## src/rtl/rcpu_mem_responder.sv

```systemverilog
// Memory-side responder for the RCPU bus: word RAM plus an I/O page holding an
// output FIFO (ready/valid drain) and a down-counting timer with a sticky irq.
module rcpu_mem_responder #(
  parameter int M  = 16,
  parameter int AW = 8,
  parameter int FD = 4
) (
  input  logic         clk,
  input  logic         rst,
  input  logic [M-1:0] memAddr,
  input  logic [M-1:0] memWrite,
  input  logic         memWE,
  output logic [M-1:0] memRead,
  output logic [M-1:0] outData,
  output logic         outValid,
  input  logic         outReady,
  output logic         timerIrq
);

  localparam int PW = $clog2(FD);

  localparam logic [M-1:0] ADDR_OUT    = M'(16'hFFF0);
  localparam logic [M-1:0] ADDR_STATUS = M'(16'hFFF1);
  localparam logic [M-1:0] ADDR_TCOUNT = M'(16'hFFF2);
  localparam logic [M-1:0] ADDR_TCTRL  = M'(16'hFFF3);
  localparam logic [PW:0]  CNT_FULL    = (PW+1)'(FD);

  // Storage without reset: RAM survives reset, FIFO slots are don't-care when empty
  logic [M-1:0] mem_q [2**AW];
  logic [M-1:0] buf_q [FD];

  logic [PW-1:0] rd_ptr_q, rd_ptr_d;
  logic [PW-1:0] wr_ptr_q, wr_ptr_d;
  logic [PW:0]   cnt_q, cnt_d;
  logic          ovf_q, ovf_d;
  logic          irq_q, irq_d;
  logic          en_q, en_d;
  logic [M-1:0]  count_q, count_d;
  logic [M-1:0]  reload_q, reload_d;

  logic is_ram;
  logic wr_out, wr_status, wr_tcount, wr_tctrl;
  logic empty, full, pop, push, ovf_set, expire;

  assign is_ram    = (memAddr[M-1:AW] == '0);
  assign wr_out    = memWE && (memAddr == ADDR_OUT);
  assign wr_status = memWE && (memAddr == ADDR_STATUS);
  assign wr_tcount = memWE && (memAddr == ADDR_TCOUNT);
  assign wr_tctrl  = memWE && (memAddr == ADDR_TCTRL);

  assign empty   = (cnt_q == '0);
  assign full    = (cnt_q == CNT_FULL);
  assign pop     = !empty && outReady;
  // A pop on the same edge frees a slot, so a push into a full FIFO still lands
  assign push    = wr_out && (!full || pop);
  assign ovf_set = wr_out && full && !pop;
  assign expire  = en_q && !wr_tcount && (count_q == '0);

  always_comb begin
    memRead = '0;
    if (is_ram) begin
      memRead = mem_q[memAddr[AW-1:0]];
    end else begin
      case (memAddr)
        ADDR_STATUS: memRead = {{(M-4){1'b0}}, ovf_q, irq_q, full, empty};
        ADDR_TCOUNT: memRead = count_q;
        ADDR_TCTRL:  memRead = {{(M-1){1'b0}}, en_q};
        default:     memRead = '0;
      endcase
    end
  end

  always_comb begin
    rd_ptr_d = pop  ? rd_ptr_q + PW'(1) : rd_ptr_q;
    wr_ptr_d = push ? wr_ptr_q + PW'(1) : wr_ptr_q;
    cnt_d    = cnt_q;
    if (push && !pop) begin
      cnt_d = cnt_q + (PW+1)'(1);
    end else if (pop && !push) begin
      cnt_d = cnt_q - (PW+1)'(1);
    end

    ovf_d = ovf_q;
    if (ovf_set) begin
      ovf_d = 1'b1;
    end else if (wr_status && memWrite[3]) begin
      ovf_d = 1'b0;
    end

    irq_d = irq_q;
    if (expire) begin
      irq_d = 1'b1;
    end else if (wr_status && memWrite[2]) begin
      irq_d = 1'b0;
    end

    en_d = wr_tctrl ? memWrite[0] : en_q;

    reload_d = reload_q;
    count_d  = count_q;
    if (wr_tcount) begin
      reload_d = memWrite;
      count_d  = memWrite;
    end else if (expire) begin
      count_d = reload_q;
    end else if (en_q) begin
      count_d = count_q - M'(1);
    end
  end

  always_ff @(posedge clk or negedge rst) begin
    if (!rst) begin
      rd_ptr_q <= '0;
      wr_ptr_q <= '0;
      cnt_q    <= '0;
      ovf_q    <= 1'b0;
      irq_q    <= 1'b0;
      en_q     <= 1'b0;
      count_q  <= '0;
      reload_q <= '0;
    end else begin
      rd_ptr_q <= rd_ptr_d;
      wr_ptr_q <= wr_ptr_d;
      cnt_q    <= cnt_d;
      ovf_q    <= ovf_d;
      irq_q    <= irq_d;
      en_q     <= en_d;
      count_q  <= count_d;
      reload_q <= reload_d;
    end
  end

  always_ff @(posedge clk) begin
    if (memWE && is_ram) begin
      mem_q[memAddr[AW-1:0]] <= memWrite;
    end
    if (push) begin
      buf_q[wr_ptr_q] <= memWrite;
    end
  end

  assign outData  = buf_q[rd_ptr_q];
  assign outValid = !empty;
  assign timerIrq = irq_q;

endmodule
```

## config.mk

```make
export PLATFORM = sky130hd
export DESIGN_NAME = rcpu_mem_responder
export DESIGN_NICKNAME = d
export VERILOG_FILES = /design/src/rtl/rcpu_mem_responder.sv
export SDC_FILE = /design/constraint.sdc
export NUM_CORES = 2
export LEC_CHECK = 0
export CAP_MARGIN = 10
export CORE_ASPECT_RATIO = 0.9
export CORE_MARGIN = 10
export CORE_UTILIZATION = 39
export DETAILED_ROUTE_END_ITERATION = 7
export PLACE_DENSITY = 0.5
export SYNTH_ARGS = -nofsm -noshare
export SYNTH_HDL_FRONTEND = slang
export SYNTH_MEMORY_MAX_BITS = 65536
export SYNTH_SLANG_ARGS = --single-unit
```

## constraint.sdc

```tcl
create_clock -name clk -period 10.05 [get_ports clk]
set_input_delay 2.5125 -clock clk [delete_from_list [all_inputs] [get_ports clk]]
set_output_delay 2.5125 -clock clk [all_outputs]
set_load 0.005 [all_outputs]
```

=== Word level (Yosys, flattened, before mapping) ===
Memory sizes are Yosys's and may differ from the RTL's.
Cells that the tools add are included.

* $add $sub $neg: 5
* Equality and inequality tests: 5
* Muxes and demuxes: 15
* Reductions and logical operators: 28

{| class="wikitable"
|+ Operators with widths
! kind !! number
|-
| 16-bit == test (second input constant) || 4
|-
| 16-bit two-way mux || 4
|-
| 16-bit case mux with 3 select lines || 1
|-
| 16-bit zero test || 1
|-
| 16-bit by 1-bit subtractor with 16-bit output (second input constant) || 1
|-
| 1-bit logical AND || 15
|-
| 8-bit zero test || 1
|-
| 1-bit two-way mux || 8
|-
| 3-bit two-way mux || 2
|-
| 2-bit nonzero test || 3
|-
| 1-bit zero test || 5
|-
| 2-bit by 1-bit adder with 2-bit output (second input constant) || 2
|-
| 3-bit by 1-bit adder with 3-bit output (second input constant) || 1
|-
| 3-bit == test (second input constant) || 1
|-
| 3-bit zero test || 1
|-
| 3-bit nonzero test || 1
|-
| 3-bit by 1-bit subtractor with 3-bit output (second input constant) || 1
|-
| 1-bit logical OR || 1
|}

* Register bits: 42
* Memory bits (writable): 4160
* Output and inout port bits: 34
* Memories kept: 2

{| class="wikitable"
|+ Memory list
! memory !! words !! bits a word !! rd ports !! clocked after Yosys merged registers in !! write ports !! line !! source
|-
| mem_q || 256 || 16 || 1 || 0 || 1 || 29 || <nowiki>logic [M-1:0] mem_q [2**AW];</nowiki>
|-
| buf_q || 4 || 16 || 1 || 0 || 1 || 30 || <nowiki>logic [M-1:0] buf_q [FD];</nowiki>
|}

=== Longest topological paths before layout ===
* Word-level depth: 9
* Depth in mapped cells: 16
* Depth with buffers taken out: 10

=== Worst setup path after synthesis ===
OpenSTA, ideal clock, no wires.

* Path type: in2out
* Start: in memAddr[0]
* End: out memRead[15]
* Data arrival time: 4677 ps
* Data required time: 7537 ps
* Slack: 2861 ps
* Stages on the path: 10
* Buffers on the path: 5
* Cells stage by stage: buf_6 -> buf_6 -> buf_4 -> buf_2 -> buf_4 -> mux4_2 -> a221oi_1 -> a211oi_1 -> a221oi_1 -> nand4_1

* Word-level cells in the longest chain between the ends: 3
* Elaborated cells between the ends (all ways): 6
* Those cells by class: 3 x eq/ne; 2 x mux; 1 x memory

{| class="wikitable"
|+ RTL lines
! element !! line !! source
|-
| start, declared || 10 || <nowiki>input logic [M-1:0] memAddr,</nowiki>
|-
| parallel branches: the longest is 2 deep, another holds memory read 256 x 16 bit || - ||
|-
| 16-bit two-way mux (*) || 61 || <nowiki>if (is_ram) begin</nowiki>
|-
| end, declared || 13 || <nowiki>output logic [M-1:0] memRead,</nowiki>
|}

Mark *: on every way between the ends.

=== Final worst setup path ===
* Start: in memAddr[5]
* End: out memRead[3]

The elaborated chain is that of the path after synthesis.

==> reports/metrics.cfg <==
[synthesis]
synth.net_count = 7557
ys_ff_latch = 4202
synthAdderAreaFrac_pct = 0.0662
async_flop_share_pct = 1.00
yosys-top-cells-area = edfxtp_1 (77%), mux4_2 (14%), mux2i_1 (1.9%)
synth_top_area_share_pct = 76.8
ys_warn_count = 0
synth-compound-area-share_pct = 2.62
synth_top_family_by_area = multiplexers
synthSimpleGateAreaFrac_pct = 2.38
avgSynthCellArea_sq_um = 21.6
synth_largest_area_cell = edfxtp_1
synth_xor_area_share_pct = 0.0593
synthCells = 7513
synthFlopType = edfxtp_1
yosysSeqAreaShare_pct = 77.5
muxShareOfSynthArea_pct = 15.9
ys_types = 77
syn-cell-area_sq_mm = 0.163
synth_enable_flop_cells = 4160

[critical_path]
arrival_ns = 7.26
critPathMaxStageDelay_ns = 1.01
cpLargestDelayFamily = buffers and inverters
start_kind = input pin
crit_path_end_kind = output port
crit_path_cell_trace = buf_2 -> buf_4 -> nand2b_1 -> buf_4 -> nor2_1 -> buf_4 -> a22oi_1 -> buf_4 -> nand3_1 -> a31oi_1 -> a211oi_1 -> buf_4 -> clkdlybuf4s50_1
crit_fanout = 30
critPathBufInv = 7
worstSetupPathType = in2out
cp.required_ns = 7.54
critPathSlowestCell = a211oi_1
critPathMostFrequentCell = buf_4

[floorplanning]
dieArea_sq_mm = 0.443
boundaryPins = 70
start_util_pct = 39.2
num_rows = 224
dieHeight_microns = 633
die_x_microns = 701
core_area_sq_mm = 0.415

[timing]
hold_violations = 0
rsz0062_at_grt = no
fin_crit_sh_pct = 97.3
worstMarginPinSlew_ns = 1.43
setup_ws_ns = 0.274
max_slew_margin_pct = 4.41
fmax_mhz = 102
skew_ns = 0.0192
period_needed_ns = 9.78
timing.final.max_slew_violations = 0
setup_viol = 0
fin_setup_tns_ns = 0

[clock_tree]
numClockSinks = 4202
post_cts_buffers = 0
cts_buffer_depth = 4
cts_inserted_buffers = 429
cts_hold_buf = 0
cts-resized-gates = 0
cts_tree = built
clkTransAtPathRegs_ns = 0.06
htreeDepth = 5
clockRootBuffer = clkbuf_16
clkLatencyLatePin_ns = 0.97

[pwr]
p_leak_uw = 0.0588
p_int_uw = 28800
switchingPower_uw = 8230
finalPower_uw = 37100
power_frac_seq_pct = 52.0
ir_worst_vdd_uv = 165
clock_power_share_pct = 42.3
combPwrFrac_pct = 5.6
p_per_area_mw_per_mm2 = 198
swShare_pct = 22.2

[worst_hold_path]
hp-class = reg2reg

[flow_run]
max_cap_violations = 0

[cells_and_area]
nets = 8158
drive_above_1_share_pct = 28.5
n_fill_cell = 34800
syn_to_final_growth_pct = 15.1
multiInputGateArea_sq_mm = 0.0349
finalNonFillerCells = 14000
regArea_sq_mm = 0.126
final_core_util_pct = 45.1

[global_route]
grt_usage_pct = 22.7
grt_max_degree = 166
overflow = 0
grt_pass1_vias = 81900
grt_pass1_wl_microns = 702000
antenna_found_initial = 28

[route]
wirelength_microns = 513000
wl_per_cell_microns = 36.6
drc = 0
via_per_inst = 5.92
drtPass1Iterations = 6
dr.first_iter.drc_count = 11100
vias = 83100
ant_nets = 0

[run_status]
status = finished clean

[place]
portBuffers = 69
dp_cells = 13200
dpl.hpwl_microns = 321000
pre_cts_ws_ns = 0.245
gp_congestion = 0.864

==> cell type report <==
type,instances,area share [%]
Clock buffer,536,6.01
Antenna cell,11,0.0147
Multi-Input combinational cell,2867,18.6
Tap cell,5537,3.70
Timing Repair Buffer,600,3.00
Inverter,14,0.0341
Sequential cell,4202,67.3
Clock inverter,259,1.28
==> cell usage after synthesis (6+ instances only) <==
| cell | n |
|---|---|
| edfxtp_1 | 4160 |
| mux4_2 | 988 |
| nor2_1 | 326 |
| mux2i_1 | 302 |
| nand2_1 | 286 |
| buf_2 | 166 |
| a22oi_1 | 152 |
| clkbuf_1 | 142 |
| a21oi_1 | 126 |
| o21ai_0 | 100 |
| nand3_1 | 85 |
| buf_4 | 72 |
| mux2_2 | 51 |
| o22ai_1 | 46 |
| dfrtp_1 | 42 |
| a32oi_1 | 28 |
| nand4_1 | 27 |
| a31oi_1 | 26 |
| and3_1 | 25 |
| buf_6 | 25 |
| nor2b_1 | 24 |
| nor3_1 | 22 |
| buf_1 | 21 |
| a221oi_1 | 20 |
| nor4_1 | 20 |
| and2_1 | 19 |
| o211ai_1 | 17 |
| a22o_1 | 15 |
| inv_1 | 11 |
| o221ai_1 | 11 |
| a211oi_1 | 10 |
| nand2b_1 | 9 |
| o2111ai_1 | 8 |
| ha_1 | 7 |
| nand4b_1 | 7 |
| or3_1 | 7 |
| a21o_1 | 6 |
| a221o_1 | 6 |
| a311oi_1 | 6 |
| o31ai_1 | 6 |
| xor2_1 | 6 |
==> power by group through the flow <==
| stage | Clock (uW) | Combinational (uW) | Sequential (uW) |
|---|---|---|---|
| floorplan | 0 | 987 | 19600 |
| global placement | 0 | 2070 | 19700 |
| detailed placement | 0 | 2100 | 19700 |
| CTS | 15900 | 2100 | 19300 |
| global route | 16600 | 2180 | 19300 |
| finish | 15700 | 2090 | 19300 |
==> layout by cell type (no fill, tap or decap), drive strengths merged, types with 25 or more instances in the layout <==
cell           Yosys  layout
mux2i            302     302
mux2              51      51
buf              288     556
nand2            286     286
nand4             27      27
a31oi             26      26
bufinv             0      35
clkdlybuf4s50      0      43
clkinv             1     201
a22oi            152     152
o21ai            101     101
and3              25      25
mux4             990     990
edfxtp          4160    4160
nand3             85      85
a21oi            126     126
dfrtp             42      42
o22ai             46      46
nor2             327     327
clkbuf           142     537
a32oi             28      28
==> registers in the layout, indices dropped and copies added, names as in the netlist <==
register / cells
reload_q: 16
en_q: 1
count_q: 16
buf_q: 64
cnt_q: 3
mem_q: 4096
wr_ptr_q: 2
timerIrq: 1
rd_ptr_q: 2
ovf_q: 1
==> worst paths after layout <==
path / startpoint / end / slack (ns) / cells after the start
min in group asynchronous: rst / rd_ptr_q[1]$_DFFE_PN0P_ / 1.72 / 1
max in group asynchronous: rst / count_q[4]$_DFFE_PN0P_ / 7.69 / 1
min: reload_q[8]$_DFFE_PN0P_ / reload_q[8]$_DFFE_PN0P_ / 0.47 / 2
max reg2reg: count_q[13]$_DFFE_PN0P_ / count_q[0]$_DFFE_PN0P_ / 7.00 / 7
max: memAddr[5] / memRead[3] / 0.27 / 13
min reg2reg: reload_q[8]$_DFFE_PN0P_ / reload_q[8]$_DFFE_PN0P_ / 0.47 / 2
==> per-layer routing <==
layer  vias to the layer above  track usage (%)  part of all wire (%)
li1                      32900                -                     -
met1                     45600             33.5                    43
met2                      3882             33.9                    44
met3                       682             4.83                   9.2
met4                         0             6.70                   3.4
met5                         -                0                     0
==> cell families after synthesis <==
family	Yosys count
simple gates	876
mux	1343
fa+ha+maj	8
buf+inv	444
xor+xnor	11
compound gates	629
flops	4202
==> per-stage QoR <==
step	cell area, sq um	hold slack (ns)
after global routing	187000	0.492
final	187000	0.466
after floorplan	163000	0.433
after detailed placement	173000	0.455
after CTS	187000	0.467
after global placement	173000	0.451
==> tightest hold or removal path, cell delays in order (launching register included) <==
cell and delay, ns:
dfrtp_1 0.34, nand2_1 0.05, nand2_1 0.05
No activity file was read; power rests on OpenSTA's default activity.
